**src/rtl/uart_rx_deframe_if.sv**
```systemverilog
// Frame and host-side handshake bundle for the UART receive deframer.
// The receiver drives frame_in/frame_valid and the host drives data_ready.
interface uart_rx_deframe_if;
  logic [10:0] frame_in;
  logic        frame_valid;
  logic [7:0]  data_out;
  logic        parity_err;
  logic        framing_err;
  logic        data_valid;
  logic        data_ready;

  modport master (
    output frame_in, frame_valid, data_ready,
    input  data_out, parity_err, framing_err, data_valid
  );

  modport slave (
    input  frame_in, frame_valid, data_ready,
    output data_out, parity_err, framing_err, data_valid
  );
endinterface

```
**src/rtl/uart_rx_deframe.sv**
```systemverilog
// UART receive deframer: checks start/stop/parity on each captured frame and queues
// the byte with its error tags in a show-ahead FIFO; sticky overrun on dropped frames.
module uart_rx_deframe #(
  parameter int PARITY_EN  = 1,
  parameter int PARITY_ODD = 0,
  parameter int FIFO_DEPTH = 4
) (
  input  logic                          baud_clk,
  input  logic                          rst_n,
  uart_rx_deframe_if.slave              bus,
  input  logic                          i_err_clr,
  output logic                          o_overrun_err,
  output logic [$clog2(FIFO_DEPTH):0]   o_fifo_count
);

  localparam int AW = $clog2(FIFO_DEPTH);
  localparam int CW = AW + 1;
  localparam logic [CW-1:0] FULL_CNT = CW'(FIFO_DEPTH);

  // Stored entry layout: {framing_err, parity_err, data[7:0]}
  localparam int EW = 10;

  function automatic logic f_parity_err(input logic [8:0] bits);
    logic want;
    want = (PARITY_ODD != 0);
    return (PARITY_EN != 0) && ((^bits) != want);
  endfunction

  function automatic logic f_framing_err(input logic start_b, input logic stop_b);
    return start_b | ~stop_b;
  endfunction

  logic                r_frame_valid_p0;
  logic                w_vld_p0;
  logic [EW-1:0]       w_entry_p0;

  logic [EW-1:0]       r_mem [FIFO_DEPTH];
  logic [AW-1:0]       r_wr_ptr;
  logic [AW-1:0]       r_rd_ptr;
  logic [CW-1:0]       r_count;
  logic                r_overrun;

  logic                w_not_empty;
  logic                w_full;
  logic                w_pop;
  logic                w_push_ok;
  logic                w_drop;
  logic [EW-1:0]       w_head;

  // Stage p0: rising-edge capture of the receiver flag and frame checks.
  // The delayed flag resets high so a flag already asserted at reset release is ignored.
  always_ff @(posedge baud_clk or negedge rst_n) begin
    if (!rst_n) r_frame_valid_p0 <= 1'b1;
    else        r_frame_valid_p0 <= bus.frame_valid;
  end

  assign w_vld_p0   = bus.frame_valid & ~r_frame_valid_p0;
  assign w_entry_p0 = {f_framing_err(bus.frame_in[0], bus.frame_in[10]),
                       f_parity_err(bus.frame_in[9:1]),
                       bus.frame_in[8:1]};

  assign w_not_empty = (r_count != '0);
  assign w_full      = (r_count == FULL_CNT);
  assign w_pop       = w_not_empty & bus.data_ready;
  // A full FIFO still takes the frame when the head leaves on the same edge.
  assign w_push_ok   = w_vld_p0 & (~w_full | w_pop);
  assign w_drop      = w_vld_p0 & w_full & ~w_pop;

  // Stage p1: FIFO storage; data array carries no reset.
  always_ff @(posedge baud_clk) begin
    if (w_push_ok) r_mem[r_wr_ptr] <= w_entry_p0;
  end

  always_ff @(posedge baud_clk or negedge rst_n) begin
    if (!rst_n) begin
      r_wr_ptr <= '0;
      r_rd_ptr <= '0;
      r_count  <= '0;
    end else begin
      if (w_push_ok) r_wr_ptr <= r_wr_ptr + AW'(1);
      if (w_pop)     r_rd_ptr <= r_rd_ptr + AW'(1);
      case ({w_push_ok, w_pop})
        2'b10:   r_count <= r_count + CW'(1);
        2'b01:   r_count <= r_count - CW'(1);
        default: r_count <= r_count;
      endcase
    end
  end

  // A drop coinciding with a clear keeps the flag set.
  always_ff @(posedge baud_clk or negedge rst_n) begin
    if (!rst_n)         r_overrun <= 1'b0;
    else if (w_drop)    r_overrun <= 1'b1;
    else if (i_err_clr) r_overrun <= 1'b0;
  end

  assign w_head          = r_mem[r_rd_ptr];
  assign bus.data_valid  = w_not_empty;
  assign bus.data_out    = w_not_empty ? w_head[7:0] : 8'h00;
  assign bus.parity_err  = w_not_empty & w_head[8];
  assign bus.framing_err = w_not_empty & w_head[9];
  assign o_overrun_err   = r_overrun;
  assign o_fifo_count    = r_count;

endmodule

```
**src/flat_wrapper.sv**
```systemverilog
// flat-port wrapper written by rule: the top's interface ports become plain ports
module uart_rx_deframe_flat 
#(
  parameter int PARITY_EN  = 1,
  parameter int PARITY_ODD = 0,
  parameter int FIFO_DEPTH = 4
)
  (baud_clk, rst_n, i_err_clr, o_overrun_err, o_fifo_count, bus_frame_in, bus_frame_valid, bus_data_ready, bus_data_out, bus_parity_err, bus_framing_err, bus_data_valid);
  uart_rx_deframe_if bus_i ();
  input  logic baud_clk;
  input  logic rst_n;
  input  logic i_err_clr;
  output logic o_overrun_err;
  output logic [$clog2(FIFO_DEPTH):0] o_fifo_count;
  input wire logic [$bits(bus_i.frame_in)-1:0] bus_frame_in;
  input wire logic [$bits(bus_i.frame_valid)-1:0] bus_frame_valid;
  input wire logic [$bits(bus_i.data_ready)-1:0] bus_data_ready;
  output wire logic [$bits(bus_i.data_out)-1:0] bus_data_out;
  output wire logic [$bits(bus_i.parity_err)-1:0] bus_parity_err;
  output wire logic [$bits(bus_i.framing_err)-1:0] bus_framing_err;
  output wire logic [$bits(bus_i.data_valid)-1:0] bus_data_valid;
  assign bus_i.frame_in = bus_frame_in;
  assign bus_i.frame_valid = bus_frame_valid;
  assign bus_i.data_ready = bus_data_ready;
  assign bus_data_out = bus_i.data_out;
  assign bus_parity_err = bus_i.parity_err;
  assign bus_framing_err = bus_i.framing_err;
  assign bus_data_valid = bus_i.data_valid;
  uart_rx_deframe #(.PARITY_EN(PARITY_EN), .PARITY_ODD(PARITY_ODD), .FIFO_DEPTH(FIFO_DEPTH)) u_core (.baud_clk(baud_clk), .rst_n(rst_n), .bus(bus_i), .i_err_clr(i_err_clr), .o_overrun_err(o_overrun_err), .o_fifo_count(o_fifo_count));
endmodule
```
**config.mk**
```make
export PLATFORM = sky130hd
export DESIGN_NAME = uart_rx_deframe_flat
export DESIGN_NICKNAME = d
export VERILOG_FILES = /design/src/rtl/uart_rx_deframe_if.sv /design/src/rtl/uart_rx_deframe.sv /design/src/flat_wrapper.sv
export SDC_FILE = /design/constraint.sdc
export NUM_CORES = 1
export LEC_CHECK = 0
export ABC_AREA = 1
export CAP_MARGIN = 20
export CORE_MARGIN = 2
export CORE_UTILIZATION = 50
export CTS_CLUSTER_DIAMETER = 200
export CTS_CLUSTER_SIZE = 28
export DETAILED_ROUTE_END_ITERATION = 10
export GPL_ROUTABILITY_DRIVEN = 0
export PLACE_DENSITY = 0.72
export REMOVE_ABC_BUFFERS = 1
export SLEW_MARGIN = 0
export SYNTH_ARGS = -nofsm -noshare
export SYNTH_HDL_FRONTEND = slang
export SYNTH_SLANG_ARGS = --single-unit
```
**constraint.sdc**
```tcl
create_clock -name baud_clk -period 1.8 [get_ports baud_clk]
set_input_delay 0.27 -clock baud_clk [delete_from_list [all_inputs] [get_ports baud_clk]]
set_output_delay 0.27 -clock baud_clk [all_outputs]
set_load 0.05 [all_outputs]
```
# Word-level counts from Yosys, hierarchy flattened
# Memory sizes are Yosys's and may differ from the RTL's.
# Cells that the tools add are included.
# classes
n_bitwise,13
add_sub_neg,4
muxes,6
n_reduce_logical,4
n_eq_ne,3
# op_table
cell,n
$reduce_xor 9->1,1
$mux 8,1
$and 1x1->1,7
$pmux 3 s2,1
$add 2x1->2 const B,2
$mux 1,4
$not 1->1,4
$reduce_bool 2->1,2
$add 3x1->3 const B,1
$eq 3x3->1 const B,1
$reduce_bool 3->1,1
$sub 3x1->3 const B,1
$eq 2x1->1 const B,1
$eq 2x2->1 const B,1
$or 1x1->1,2
# totals
word_cells,36
ramBits,40
out_inout_bits,15
register_bits,9
n_memories,1
# memory_table
memory,words,word_bits,rd,rd_ports_with_merged_regs,write_ports,line_no,rtl
u_core.r_mem,4,10,1,0,1,uart_rx_deframe.sv:37,logic [EW-1:0] r_mem [FIFO_DEPTH];

# Depth between registers and ports, before layout
# Gate-level depths: netlist (run 1).
# depth
ltp_word,6
ltp_mapped,10
mapped_depth_nobuf,10

# Worst setup path after synthesis (run 1)
# Ideal clock, no wire load.
# synth_path
kind,register -> output
start,"register u_core.r_count[2], in the netlist u_core.o_fifo_count[2]"
end,output bus_data_out[0]
slack_ps,-412
arrival_time_ps,1942
stages_incl_launch_ff,5
required_time_ps,1530
path_cell_list,dfrtp_1 > inv_1 > nand2_4 > inv_2 > a21oi_1
# synth_via
elab_chain_len,2
# synth_lines
item,line_no,rtl
start: declaration,uart_rx_deframe.sv:40,logic [CW-1:0] r_count;
start signal: assignment,uart_rx_deframe.sv:83,2'b10: r_count <= r_count + CW'(1);
start signal: assignment,uart_rx_deframe.sv:84,2'b01: r_count <= r_count - CW'(1);
start signal: assignment,uart_rx_deframe.sv:85,default: r_count <= r_count;
$reduce_bool 3->1,uart_rx_deframe.sv:62,assign w_not_empty = (r_count != '0);
net bus_data_valid,flat_wrapper.sv:21,output wire logic [$bits(bus_i.data_valid)-1:0] bus_data_valid;
$mux 8,uart_rx_deframe.sv:99,assign bus.data_out = w_not_empty ? w_head[7:0] : 8'h00;
end: declaration,flat_wrapper.sv:18,output wire logic [$bits(bus_i.data_out)-1:0] bus_data_out;
# The timed path passes the listed nets, and every way through them passes these cells.

# Final worst setup path (run 1)
# layout_path
start,register u_core.r_rd_ptr[0]
end,output bus_data_out[7]
# layout_via
elab_chain_len,2
# layout_lines
item,line_no,rtl
start: declaration,uart_rx_deframe.sv:39,logic [AW-1:0] r_rd_ptr;
start signal: assignment,uart_rx_deframe.sv:81,if (w_pop) r_rd_ptr <= r_rd_ptr + AW'(1);
$mem_v2 4x10,--,
$mux 8,uart_rx_deframe.sv:99,
# No other way between the ends.

==> out/metrics.cfg, run 1 <==
[run_status]
status=finished, violations left
failed_checks=setup timing

[final_layout]
num-fill-cells=310
syn2layout_area_growth_pct=34.5
layout-drive-gt1-share=0.277
n_antenna_cell=0
final_cell_mix=nor2_1, edfxtp_1, inv_1
final_common_cell=nor2_1
fin_nets=280
fin_util=0.696

[timing]
drv_slew=0
fin_ws_ps=-5.36
fmax_mhz=554
max_slew_margin=0.671
fin_crit_ps=1810
rsz0062_at_grt=yes
tightest_slew_ps=492
hold_violations=0
timing.final.crit_share=1.00
finalSetupViolations=2
worst_clock_skew_ps=9.45

[clocking]
cts_htree_levels=2
cts.clk_slew.worst_paths_ps=80
tritoncts=yes
cts_buffers=5
ctsLongestPathBuffers=2
clock_latency_ps=300
postCtsHoldBufs=0
cts.sinks=49
root_buffer=clkbuf_8

[grt]
grt_max_degree=17
grt_use_total=0.184
grt.overflow.total=0
grt_pass1_vias=1474
grt_pass1_wl_um=7020
antenna_found_initial=0

[synthesis]
ys_seq_area_frac=0.638
synth_xor_area_frac=0.0313
yosys_warnings=0
synthCells=208
ys_ff_latch=49
yosys.area_share.adder=0.0313
synth-compound-area-share=0.0766
syn_area_mm2=0.00224
synth.mux.area_fraction=0
synth_top_family_by_area=simple AND/OR/NAND/NOR gates
synth_area_per_cell_um2=10.8
ys_types=26
synth-simple-area-share=0.171

[power_and_ir_drop]
p_sw_w=0.00250
seqPwrFrac=0.279
cell_internal_pwr_w=0.00316
power.clock.fraction=0.112
power.leakage_nw=1.20
ir_drop_uv=957
sw_frac_of_total=0.442
cellPowerDensity_mw_per_mm2=1880
combinationalPowerShare=0.610

[job]
cap_violations=0

[die]
die_w_um=70.9
die_h_um=70.9
coreArea_mm2=0.00432
die_area_mm2=0.00503
ios=31
start_util=0.517
row_count=24

[place]
port_buffers=30
dpl.hpwl_um=2930
pre_cts_ws_ps=-71.4

[routing]
drtIter0Drc=70
ant_nets=0
routed_via_density=5.12
wl_per_cell_um=14.4
drc=0
dr.pass1.iters=4
vias=1596
routed_wl_um=4500

[worst_setup_path]
path_max_fanout=6
setup.worst_path.class=reg2out
cp.required_ps=1530
arrival_ps=1540
cp-end-kind=output pin
cp-start-kind=flip-flop

[min_path]
hp-class=in2async

## cell type report
cell class / count / area [um^2] / area share
Timing Repair inverter: 1 / 7.51 / 0.00249
Multi-Input combinational cell: 129 / 752 / 0.250
Clock buffer: 5 / 68.8 / 0.0229
Timing Repair Buffer: 48 / 562 / 0.187
Clock inverter: 3 / 21.3 / 0.00707
Inverter: 25 / 103 / 0.0341
Tap cell: 52 / 65.1 / 0.0216
Sequential cell: 49 / 1430 / 0.475
## metal layers
metal  global-route usage  vias up  wire, um
li1                     -      794         -
met1                0.243      753      1980
met2                0.310       38      2280
met3               0.0385       11       174
met4               0.0545        0        67
met5                    0        -         0
## what timing repair did
item,4_1_cts,5_1_grt
cloned,1,2
gates resized for setup,12,37
pin swaps,6,19
buffers inserted,1,0
endpoints found under the setup margin,10,10
## path summary, 6_finish.rpt
path / slack (ps) / to / cells after the start / start
setup / recovery: -5 / bus_data_out[7] / 6 / u_core.r_rd_ptr[0]
hold / removal: 280 / u_core.o_fifo_count[0] / 1 / rst_n
setup reg to reg: 150 / u_core.o_fifo_count[2] / 9 / u_core.o_fifo_count[2]
hold reg to reg: 540 / u_core.o_overrun_err / 2 / u_core.o_overrun_err
max in group asynchronous: 1180 / u_core.r_frame_valid_p0 / 1 / rst_n
min in group baud_clk: 410 / u_core.r_frame_valid_p0 / 1 / bus_frame_valid
## critical path, stage by stage, from the launching register on
cell,delay (ps)
dfrtp_2,480
buf_6,150
nor2_1,40
nor2_1,80
o21ai_0,120
a21oi_2,210
buf_12,160
## power by group through the flow
stage	logic (W)	registers (W)	clock network, W
2_1_floorplan	0.00157	0.00172	0
3_3_place_gp	0.00307	0.00155	0
3_5_place_dp	0.00312	0.00155	0
4_1_cts	0.00331	0.00154	0.000653
5_1_grt	0.00366	0.00159	0.000700
6_report	0.00344	0.00157	0.000631
## cell usage after synthesis
library cell | instances | area [um^2]
buf_2 | 2 | 10.0
edfxtp_1 | 40 | 1200
nand2_1 | 19 | 71.3
nand2_2 | 1 | 6.26
a21oi_1 | 12 | 60.1
xnor2_1 | 2 | 17.5
fa_1 | 1 | 20.0
dfrtp_1 | 8 | 200
o22ai_1 | 1 | 6.26
clkbuf_1 | 2 | 7.51
nand2_4 | 3 | 33.8
nand3_2 | 1 | 10.0
nand4_1 | 2 | 12.5
nor2_2 | 1 | 6.26
nor2_1 | 47 | 176
ha_1 | 4 | 50.1
clkbuf_2 | 1 | 5.00
inv_1 | 24 | 90.1
xor2_1 | 6 | 52.6
dfstp_2 | 1 | 26.3
inv_2 | 1 | 3.75
nand3_4 | 1 | 17.5
o21ai_0 | 14 | 70.1
nor2_4 | 2 | 22.5
o21ai_1 | 7 | 35.0
nand3_1 | 5 | 25.0
## cells by family (layout without fill, tap and decap cells)
kind of cell               count (synthesis)  after routing
DFF                                       49             49
and+or+nand+nor                           82             82
AOI/OAI and AO/OA                         34             34
adders and majority gates                  5              5
buffers and inverters                     30             82
xor gates and xnor gates                   8              8
## metrics by stage
stage,instance area (um^2),power [W],std cells,hold WS [ps],setup TNS [ps]
after global routing,3010,0.00595,312,299,-571
after CTS,2930,0.00550,310,286,-43.3
after global placement,2780,0.00462,300,531,0
after detailed placement,2780,0.00468,300,535,-71.4
final,3010,0.00565,312,283,-10.5
after floorplan,2210,0.00328,203,-25.6,-6060
## state kept, by name (all words and copies together) (netlist names)
| register | flops |
|---|---|
| u_core.o_fifo_count | 3 |
| u_core.o_overrun_err | 1 |
| u_core.r_frame_valid_p0 | 1 |
| u_core.r_mem | 40 |
| u_core.r_rd_ptr | 2 |
| u_core.r_wr_ptr | 2 |
Note: power is estimated with default switching activity, not from simulation.
==> run 2: changes to the inputs <==
--- a/config.mk
+++ b/config.mk
@@ -7,7 +7,7 @@
 export LEC_CHECK = 0
 export ABC_AREA = 1
 export CAP_MARGIN = 20
-export CORE_MARGIN = 2
+export CORE_MARGIN = 8
 export CORE_UTILIZATION = 50
 export CTS_CLUSTER_DIAMETER = 200
 export CTS_CLUSTER_SIZE = 28
@@ -15,6 +15,7 @@
 export GPL_ROUTABILITY_DRIVEN = 0
 export PLACE_DENSITY = 0.72
 export REMOVE_ABC_BUFFERS = 1
+export SKIP_CTS_REPAIR_TIMING = 1
 export SLEW_MARGIN = 0
 export SYNTH_ARGS = -nofsm -noshare
 export SYNTH_HDL_FRONTEND = slang
==> out/metrics.cfg, run 2 (synthesis gave the netlist of run 1 again) <==
[run_status]
status=finished, violations left
failed_checks=setup timing

[worst_setup_path]
arrival_ps=1550
cp-end-kind=output pin
setup.worst_path.class=reg2out
reg2reg_from=u_core.o_fifo_count[2]
path_max_fanout=7
crit_start=u_core.r_rd_ptr[0]
cp.required_ps=1530
worstSetupEndpoint=bus_data_out[2]
reg2reg_depth=9
worstReg2RegEnd=u_core.o_fifo_count[2]
cp-start-kind=flip-flop
regToRegSetupSlack_ps=130

[power_and_ir_drop]
ir_drop_uv=1070
cellPowerDensity_mw_per_mm2=1890
power.leakage_nw=1.21

[routing]
ant_nets=0
dr.pass1.iters=4
routed_wl_um=4490
drtIter0Drc=76
wl_per_cell_um=14.3
drc=0
routed_via_density=5.02
vias=1570

[final_layout]
largest_reg_flops=40
final_cell_mix=nor2_1, edfxtp_1, inv_1
regMostFlops=u_core.r_mem
num-fill-cells=302
fin_nets=281
fin_util=0.696
syn2layout_area_growth_pct=34.6
n_antenna_cell=0
final_common_cell=nor2_1
layout-drive-gt1-share=0.264

[grt]
grt_pass1_vias=1514
grt_max_degree=15
grt_pass1_wl_um=7190
grt_use_total=0.128
grt.overflow.total=0
antenna_found_initial=0

[timing]
max_slew_margin=0.672
timing.setup.tns_ps=-23.3
hold_violations=0
rsz0062_at_grt=yes
drv_slew=0
fin_ws_ps=-23.3
tightest_slew_ps=490
worst_clock_skew_ps=5.25
finalSetupViolations=1
holdWs_ps=264
timing.final.crit_share=1.01
fmax_mhz=548
fin_crit_ps=1820

[clocking]
cts_buffers=5
cts.sinks=49
tritoncts=yes
ctsLongestPathBuffers=2
cts_htree_levels=2
cts.clk_slew.worst_paths_ps=80
root_buffer=clkbuf_8
clock_latency_ps=300

[die]
die_area_mm2=0.00687
ios=31
row_count=24
start_util=0.517
die_h_um=82.9
die_w_um=82.9
coreArea_mm2=0.00432

[job]
cap_violations=0

[place]
dpl.hpwl_um=3180
port_buffers=30

[min_path]
hp-class=in2async

run 2: critical path, cell delays in order (launching register included):
cell and delay, ps:
dfrtp_2 460, buf_6 150, nor2_1 60, nor2_2 110, o21ai_1 90, a21oi_2 220
buf_12 160
run 2: worst min-delay path by stage:
stage	start	endpoint	depth (start not counted)
after floorplan	rst_n	u_core.o_fifo_count[0]	0
after global placement	u_core.o_overrun_err	u_core.o_overrun_err	2
after detailed placement	u_core.o_overrun_err	u_core.o_overrun_err	2
after CTS	rst_n	u_core.r_wr_ptr[1]	1
after global routing	rst_n	u_core.o_overrun_err	1
final	rst_n	u_core.o_overrun_err	1
run 2: layer usage:
metal  global-route usage  vias to the layer above  routed length, um
met5                    0                        -                  0
met1                0.148                      730               1930
met2                0.215                       34               2330
li1                     -                      798                  -
met3               0.0449                        8                166
met4               0.0431                        0                 58
run 2: stage by stage:
step	power [W]	setup slack [ps]	area, um^2	instances
2_1_floorplan	0.00328	-412	2210	203
3_3_place_gp	0.00469	-13.0	2820	303
3_5_place_dp	0.00473	-66.3	2820	303
4_1_cts	0.00547	-185	2920	311
5_1_grt	0.00600	-120	3010	313
6_report	0.00569	-23.3	3010	313
run 2: layout make-up:
cell class,instances,area [um^2],share of cell area
multi-input cells,129,742,0.246
clock buffers,6,72.6,0.0241
inverters,25,100,0.0332
repair buffers,49,561,0.186
clock inverters,2,33.8,0.0112
flip-flops and latches,49,1430,0.475
repair inverters,1,7.51,0.00249
well taps,52,65.1,0.0216
run 2: where the power goes:
group          total [W]  switching [W]  internal [W]
Combinational    0.00337        0.00195       0.00142
Sequential       0.00157       0.000145       0.00142
Clock           0.000749       0.000339      0.000410
Total            0.00569        0.00244       0.00325
